==> config.mk <==
export PLATFORM = sky130hd
export DESIGN_NAME = tm_load_sequencer
export DESIGN_NICKNAME = d
export VERILOG_FILES = /design/src/rtl/tm_load_sequencer.sv
export SDC_FILE = /design/constraint.sdc
export NUM_CORES = 1
export LEC_CHECK = 0
export ABC_CLOCK_PERIOD_IN_PS = 1990
export CAP_MARGIN = 20
export CORE_ASPECT_RATIO = 0.6
export CORE_MARGIN = 2
export CORE_UTILIZATION = 50
export DETAILED_ROUTE_END_ITERATION = 8
export PLACE_DENSITY = 0.78
export SYNTH_ARGS = -nofsm -noshare
export SYNTH_HDL_FRONTEND = slang
export SYNTH_SLANG_ARGS = --single-unit
==> constraint.sdc <==
create_clock -name clock -period 1.99 [get_ports clock]
set_input_delay 0.398 -clock clock [delete_from_list [all_inputs] [get_ports clock]]
set_output_delay 0.398 -clock clock [all_outputs]
set_load 0.05 [all_outputs]
==> src/rtl/tm_load_sequencer.sv <==
// Load/run sequencer for a small Turing-machine datapath: loads tape cells and
// transition rules from user switches, then paces the machine with step pulses.
module tm_load_sequencer #(
  parameter int TAPE_LEN  = 128,
  parameter int NUM_RULES = 32,
  parameter int STEP_DIV  = 4,
  parameter int MAX_STEPS = 1023,
  localparam int TA_W = (TAPE_LEN  > 1) ? $clog2(TAPE_LEN)  : 1,
  localparam int RA_W = (NUM_RULES > 1) ? $clog2(NUM_RULES) : 1
) (
  input  logic            clock,
  input  logic            reset,
  input  logic            next_in,
  input  logic            done_in,
  input  logic [6:0]      data_in,
  input  logic            halt_in,
  output logic            tape_we,
  output logic [TA_W-1:0] tape_addr,
  output logic            rule_we,
  output logic [RA_W-1:0] rule_addr,
  output logic [6:0]      wdata,
  output logic            step,
  output logic [2:0]      phase,
  output logic            timeout,
  output logic            overflow
);

  localparam int DIV_W = (STEP_DIV > 1) ? $clog2(STEP_DIV) : 1;
  localparam logic [TA_W-1:0]  TA_LAST  = TA_W'(TAPE_LEN - 1);
  localparam logic [RA_W-1:0]  RA_LAST  = RA_W'(NUM_RULES - 1);
  localparam logic [DIV_W-1:0] DIV_LAST = DIV_W'(STEP_DIV - 1);
  localparam logic [9:0]       STEP_MAX = 10'(MAX_STEPS);

  typedef enum logic [2:0] {
    PH_IDLE  = 3'd0,
    PH_TAPE  = 3'd1,
    PH_RULES = 3'd2,
    PH_RUN   = 3'd3,
    PH_DONE  = 3'd4
  } phase_t;

  phase_t           r_phase, w_phase;
  logic             r_next_prev, r_done_prev;
  logic [TA_W-1:0]  r_tape_addr, w_tape_addr;
  logic [RA_W-1:0]  r_rule_addr, w_rule_addr;
  logic             r_tape_full, w_tape_full;
  logic             r_rule_full, w_rule_full;
  logic             r_tape_we, w_tape_we;
  logic             r_rule_we, w_rule_we;
  logic [6:0]       r_wdata, w_wdata;
  logic             r_step, w_step;
  logic             r_timeout, w_timeout;
  logic             r_overflow, w_overflow;
  logic [DIV_W-1:0] r_div, w_div;
  logic [9:0]       r_steps, w_steps;
  logic             w_next_ev, w_done_ev;

  assign w_next_ev = next_in & ~r_next_prev;
  assign w_done_ev = done_in & ~r_done_prev;

  always_ff @(posedge clock or posedge reset) begin
    if (reset) begin
      r_phase     <= PH_IDLE;
      r_next_prev <= 1'b0;
      r_done_prev <= 1'b0;
      r_tape_addr <= '0;
      r_rule_addr <= '0;
      r_tape_full <= 1'b0;
      r_rule_full <= 1'b0;
      r_tape_we   <= 1'b0;
      r_rule_we   <= 1'b0;
      r_wdata     <= '0;
      r_step      <= 1'b0;
      r_timeout   <= 1'b0;
      r_overflow  <= 1'b0;
      r_div       <= '0;
      r_steps     <= '0;
    end else begin
      r_phase     <= w_phase;
      r_next_prev <= next_in;
      r_done_prev <= done_in;
      r_tape_addr <= w_tape_addr;
      r_rule_addr <= w_rule_addr;
      r_tape_full <= w_tape_full;
      r_rule_full <= w_rule_full;
      r_tape_we   <= w_tape_we;
      r_rule_we   <= w_rule_we;
      r_wdata     <= w_wdata;
      r_step      <= w_step;
      r_timeout   <= w_timeout;
      r_overflow  <= w_overflow;
      r_div       <= w_div;
      r_steps     <= w_steps;
    end
  end

  always_comb begin
    w_phase     = r_phase;
    w_tape_addr = r_tape_addr;
    w_rule_addr = r_rule_addr;
    w_tape_full = r_tape_full;
    w_rule_full = r_rule_full;
    w_tape_we   = 1'b0;
    w_rule_we   = 1'b0;
    w_wdata     = r_wdata;
    w_step      = 1'b0;
    w_timeout   = r_timeout;
    w_overflow  = r_overflow;
    w_div       = r_div;
    w_steps     = r_steps;

    // Address advances the cycle after its strobe; the full flag marks that
    // the last slot has been written so the saturated address is not reused.
    if (r_tape_we) begin
      if (r_tape_addr == TA_LAST) w_tape_full = 1'b1;
      else                        w_tape_addr = r_tape_addr + TA_W'(1);
    end
    if (r_rule_we) begin
      if (r_rule_addr == RA_LAST) w_rule_full = 1'b1;
      else                        w_rule_addr = r_rule_addr + RA_W'(1);
    end

    case (r_phase)
      PH_IDLE: begin
        if (w_done_ev) begin
          w_phase     = PH_TAPE;
          w_tape_addr = '0;
          w_tape_full = 1'b0;
        end
      end
      PH_TAPE: begin
        if (w_done_ev) begin
          w_phase     = PH_RULES;
          w_rule_addr = '0;
          w_rule_full = 1'b0;
          w_overflow  = 1'b0;
        end else if (w_next_ev) begin
          if (r_tape_full) begin
            w_overflow = 1'b1;
          end else begin
            w_tape_we = 1'b1;
            w_wdata   = data_in;
          end
        end
      end
      PH_RULES: begin
        if (w_done_ev) begin
          w_phase    = PH_RUN;
          w_div      = '0;
          w_steps    = '0;
          w_overflow = 1'b0;
        end else if (w_next_ev) begin
          if (r_rule_full) begin
            w_overflow = 1'b1;
          end else begin
            w_rule_we = 1'b1;
            w_wdata   = data_in;
          end
        end
      end
      PH_RUN: begin
        // halt_in outranks both the budget check and a step that is due
        if (halt_in) begin
          w_phase = PH_DONE;
        end else if (r_steps == STEP_MAX) begin
          w_phase   = PH_DONE;
          w_timeout = 1'b1;
        end else if (r_div == DIV_LAST) begin
          w_div   = '0;
          w_step  = 1'b1;
          w_steps = r_steps + 10'd1;
        end else begin
          w_div = r_div + DIV_W'(1);
        end
      end
      PH_DONE: begin
        if (w_done_ev) begin
          w_phase     = PH_IDLE;
          w_timeout   = 1'b0;
          w_overflow  = 1'b0;
          w_tape_addr = '0;
          w_rule_addr = '0;
          w_tape_full = 1'b0;
          w_rule_full = 1'b0;
          w_div       = '0;
          w_steps     = '0;
        end
      end
      default: w_phase = PH_IDLE;
    endcase
  end

  assign tape_we   = r_tape_we;
  assign tape_addr = r_tape_addr;
  assign rule_we   = r_rule_we;
  assign rule_addr = r_rule_addr;
  assign wdata     = r_wdata;
  assign step      = r_step;
  assign phase     = r_phase;
  assign timeout   = r_timeout;
  assign overflow  = r_overflow;

endmodule
* After elaboration in Yosys (flattened, before gate mapping)
Index checks and enable logic that the tools add are counted.
** Word-level totals
- Input port bits :: 12
- Output and inout port bits :: 27
- Register bits after elaboration :: 43
- Word-level logic and storage cells :: 128
** Operators by class
- Reduce and logical (&&, ||, !) cells :: 14
- $add $sub $neg :: 4
- Bitwise logic cells :: 4
- Eq/ne operators :: 28
- Muxes and demuxes :: 63
** Operators with widths (number)
- $mux W7 :: 10
- $mux W10 :: 4
- $mux W1 :: 29
- $ne A2 B2 Y1 const B :: 14
- $mux W5 :: 4
- $pmux W10 S2 :: 1
- $mux W3 :: 6
- $ne A3 B3 Y1 const B :: 5
- $pmux W3 S5 :: 1
- $pmux W7 S2 :: 1
- $add A10 B1 Y10 const B :: 1
- $eq A10 B10 Y1 const B :: 1
- $reduce_and A5 Y1 :: 2
- $mux W2 :: 4
- $reduce_and A4 Y1 :: 2
- $add A7 B1 Y7 const B :: 1
- $eq A7 B7 Y1 const B :: 1
- $reduce_and A7 Y1 :: 1
- $eq A3 B2 Y1 const B :: 2
- $reduce_and A6 Y1 :: 1
- $reduce_bool A2 Y1 :: 3
- $reduce_or A2 Y1 :: 3
- $add A5 B1 Y5 const B :: 1
- $eq A5 B5 Y1 const B :: 1
- 12 further kinds :: 14

* Depth between registers and ports, before layout
- Depth after elaboration :: 5
- Mapped depth :: 6
- Mapped depth without buffers :: 5

* Worst setup path before layout
OpenSTA, ideal clock, no wires.
- Kind :: flip-flop to flip-flop
- From :: register r_phase[0] (netlist: phase[0])
- To :: register r_wdata[0] (netlist: wdata[0])
- Clock period less this slack :: 1.897 ns
- Data arrival time :: 1.772 ns
- Path buffers :: 1
- Cell stages (with the launch flop) :: 6
- Library setup time :: 0.125 ns
- Slack :: 0.093 ns
- Path through :: dfrtp_1 buf_4 inv_1 and3_1 o21bai_4 mux2_4
** On the way
- Cells in the longest elaborated chain, start to end :: 3
** Ends and longest elaborated chain
- start, declared :: line 42 : phase_t r_phase, w_phase;
- start signal, assigned :: line 79 : r_phase <= w_phase;
- $eq A3 B1 Y1 or $eq A3 B2 Y1 (tied branches) :: line 123 : case (r_phase)
- $ne A2 B2 Y1 (no line) or $reduce_bool A2 Y1 (tied branches)
- $reduce_and A7 Y1 (no line)
- end signal, assigned :: line 88 : r_wdata <= w_wdata;
- end, declared :: line 50 : logic [6:0] r_wdata, w_wdata;
Several ways; a longest one is shown, not always the timed one.
A chain may end at the register's enable or synchronous reset.

* Worst setup path in the final report
- From :: register r_rule_addr[3] (netlist: rule_addr[3])
- To :: output rule_addr[3]
** RTL lines
- start, declared :: line 45 : logic [RA_W-1:0] r_rule_addr, w_rule_addr;
- start signal, assigned :: line 83 : r_rule_addr <= w_rule_addr;
- end, declared :: line 20 : output logic [RA_W-1:0] rule_addr,
No word-level cell between the ends.

==> flow_summary.json <==
{
  "skew_ns": 0.00693,
  "layout.nets": 279,
  "fin_crit_sh_pct": 97.2,
  "layoutNonFillerInstCount": 324,
  "cts-resized-gates": 0,
  "pwr-share-clk_pct": 14.0,
  "power.switching_mw": 1.69,
  "antenna_found_initial": 0,
  "clk_latency_ns": 0.29,
  "timing.rr.start": "r_steps[0]",
  "num_vias": 1818,
  "dp_hpwl_um": 3490,
  "path_buf_inv": 1,
  "htree_levels": 2,
  "clock_sink_count": 43,
  "period_needed_ns": 1.93,
  "cts_setup_buffers": 0,
  "critPathKind": "reg -> out",
  "clk_pin_slew_worst_paths_ns": 0.08,
  "fp.dieW_um": 91.2,
  "drcViolationCount": 0,
  "fp.dieArea_sq_um": 5130,
  "crit_family": "buffers and inverters",
  "setup_viol": 0,
  "grt-ovfl-total": 0,
  "grt_pass1_wl_um": 8440,
  "yosysWarnings": 0,
  "place_area_sq_um": 2850,
  "io_buffer_count": 38,
  "fin_hold_ws_ns": 0.465,
  "ir_drop_mv": 0.814,
  "synth_fa_ha_area_share_pct": 2.20,
  "muxShareOfSynthArea_pct": 7.35,
  "first_global_vias": 1770,
  "yosys.area_share.simple_pct": 17.2,
  "synthCells": 205,
  "pre_cts_slack_ns": -0.0950,
  "status": "complete, no violations",
  "drt_iter0_drc": 114,
  "clk_path_buf_depth": 2,
  "synth_cell_types": 50,
  "r2r_end": "r_steps[0]",
  "r2r_cells": 5,
  "synth_edf_count": 0,
  "drt-total-wl_um": 4770,
  "syn2layout_area_growth_pct": 29.1,
  "netlist_area_sq_um": 2280,
  "cp-start-kind": "flip-flop",
  "io_pins": 39,
  "dr.pass1.iters": 4,
  "cp.depth": 1,
  "crit_fanout": 5,
  "final_common_cell": "dfrtp_1",
  "synth_compound_area_share_pct": 17.9,
  "cp.required_ns": 1.59,
  "cts_buffers": 5,
  "synth_top_family_by_area": "compound AO/OA/AOI/OAI gates",
  "insertedDiodeCount": 0,
  "fin_setup_tns_ns": 0,
  "drive_gt1_share_pct": 20.5,
  "p_int_mw": 2.19,
  "max_cap_viol_count": 0,
  "crit_path_end_kind": "output pin",
  "initial_utilization_pct": 53.8,
  "slew_violations": 0,
  "hold_viol": 0,
  "synthesis.nets": 221,
  "track_usage_pct": 20.5,
  "final.setup.worst_slack_ns": 0.0565,
  "die_h_um": 56.3,
  "synth_flop_cell": "dfrtp_1",
  "r2r_slack_ns": 0.19,
  "comb_power_share_pct": 52.1,
  "power.total_mw": 3.88,
  "p_seq_share_pct": 33.8,
  "tightest_slew_ns": 0.516,
  "finalInstanceArea_sq_um": 2940,
  "power.static_leakage_nw": 1.34,
  "yosysSeqAreaShare_pct": 47.2,
  "grt_setup_unrepaired": "no",
  "worstSetupStartpoint": "rule_addr[3]",
  "worst_ep_arrival_time_ns": 1.54,
  "hold_buffers": 0,
  "cts_root_buf": "clkbuf_8",
  "final_util_pct": 69.5,
  "rows": 18,
  "core_area_sq_um": 4230,
  "ys_seq_elements": 43,
  "cp_slowest_stage_delay_ns": 0.82,
  "cp-endpoint": "rule_addr[3]",
  "grt_max_degree": 44,
  "slew_headroom_pct": 65.5,
  "routed_via_density": 5.61,
  "crit_chain": "clkdlybuf4s50_1",
  "async_flop_share_pct": 100,
  "syn_avg_cell_area_sq_um": 11.1,
  "hold_path_class": "in -> async",
  "wl_per_cell_um": 14.7,
  "swShare_pct": 43.5,
  "cts_tree": "built",
  "final_cell_mix": "dfrtp_1 (43), clkdlybuf4s50_1 (30), nor2_1 (23)",
  "ant_nets": 0,
  "dpl.cell_count": 316,
  "gp_routability_congestion": 0.808,
  "worst_path_max_delay_cell": "clkdlybuf4s50_1",
  "fmax_ghz": 0.517,
  "yosys.area_share.xor_xnor_pct": 3.40,
  "p_per_area_nw_per_um2": 1320
}
area by class of cell:
class                           instances  area (sq um)
Sequential cell                        43          1080
Inverter                               13          48.8
Tap cell                               60          75.1
Multi-Input combinational cell        142          1100
Clock inverter                          2          12.5
Clock buffer                            6          72.6
Timing Repair Buffer                   58           563
Fill cell                             348          1290
cells in the mapped netlist, types with 2 or more instances:
library cell   n  share of area, %
o21ai_0        5               1.1
inv_1         13               2.1
a21oi_1       10               2.2
mux2_4         7               4.6
xor2_1         4               1.5
and3_1         2              0.55
o2111ai_1      2              0.77
o211ai_1       2              0.66
xnor2_1        3               1.2
nand3_1        4              0.88
a41oi_1        2              0.77
mux2i_1        4               1.8
buf_6          3               1.5
a22o_1         6               2.3
nor2_1        23               3.8
nand2b_1       3              0.82
nor2b_1        2              0.55
nor3_1         7               1.5
buf_2          2              0.44
a211oi_1       3              0.99
ha_1           4               2.2
nand2_1        8               1.3
and2b_1        2              0.66
nand4_1        4               1.1
a311oi_1       2              0.77
buf_4          2              0.66
dfrtp_1       43                47
and4_1         3               1.2
or3_1          2              0.55
o221ai_1       7               2.7
mux2_2         2              0.99
state kept, by name, indices dropped and copies added, names as in the netlist, 2 cells and up:
register / cells
phase: 3
rule_addr: 5
r_steps: 10
wdata: 7
r_div: 2
tape_addr: 7
worst min path at each step:
stage	from	endpoint
after detailed placement	r_rule_full	r_rule_full
final	reset	wdata[3]
after CTS	reset	wdata[3]
after global placement	r_rule_full	r_rule_full
after floorplan	done_in	r_done_prev
after global routing	reset	wdata[3]
kinds of logic after synthesis:
group	count (synthesis)
and+or+nand+nor	68
buffers and inverters	20
AOI/OAI and AO/OA	49
adders and majority gates	4
DFF	43
xor gates and xnor gates	8
muxes	13
power by group through the flow:
stage | registers [mW] | logic, mW | clock network, mW
after global placement | 1.32 | 1.99 | 0
after CTS | 1.31 | 2.03 | 0.561
final | 1.31 | 2.02 | 0.545
after detailed placement | 1.33 | 2.03 | 0
after global routing | 1.35 | 2.17 | 0.603
after floorplan | 1.81 | 0.884 | 0
routing by layer:
metal  vias to the layer above  global-route usage, %  part of all wire [%]
met4                         0                   6.28                   1.4
met5                         -                      0                     0
li1                        876                      -                     -
met3                         9                   4.56                   6.0
met1                       874                   30.5                    49
met2                        59                   29.8                    44
worst register-to-register path: stages (launching register included):
cell	delay (ns)
dfrtp_1	0.42
ha_1	0.25
and3_4	0.22
a41oi_2	0.21
nor3b_4	0.42
mux2_2	0.23
Note: power is estimated with default switching activity, not from simulation.
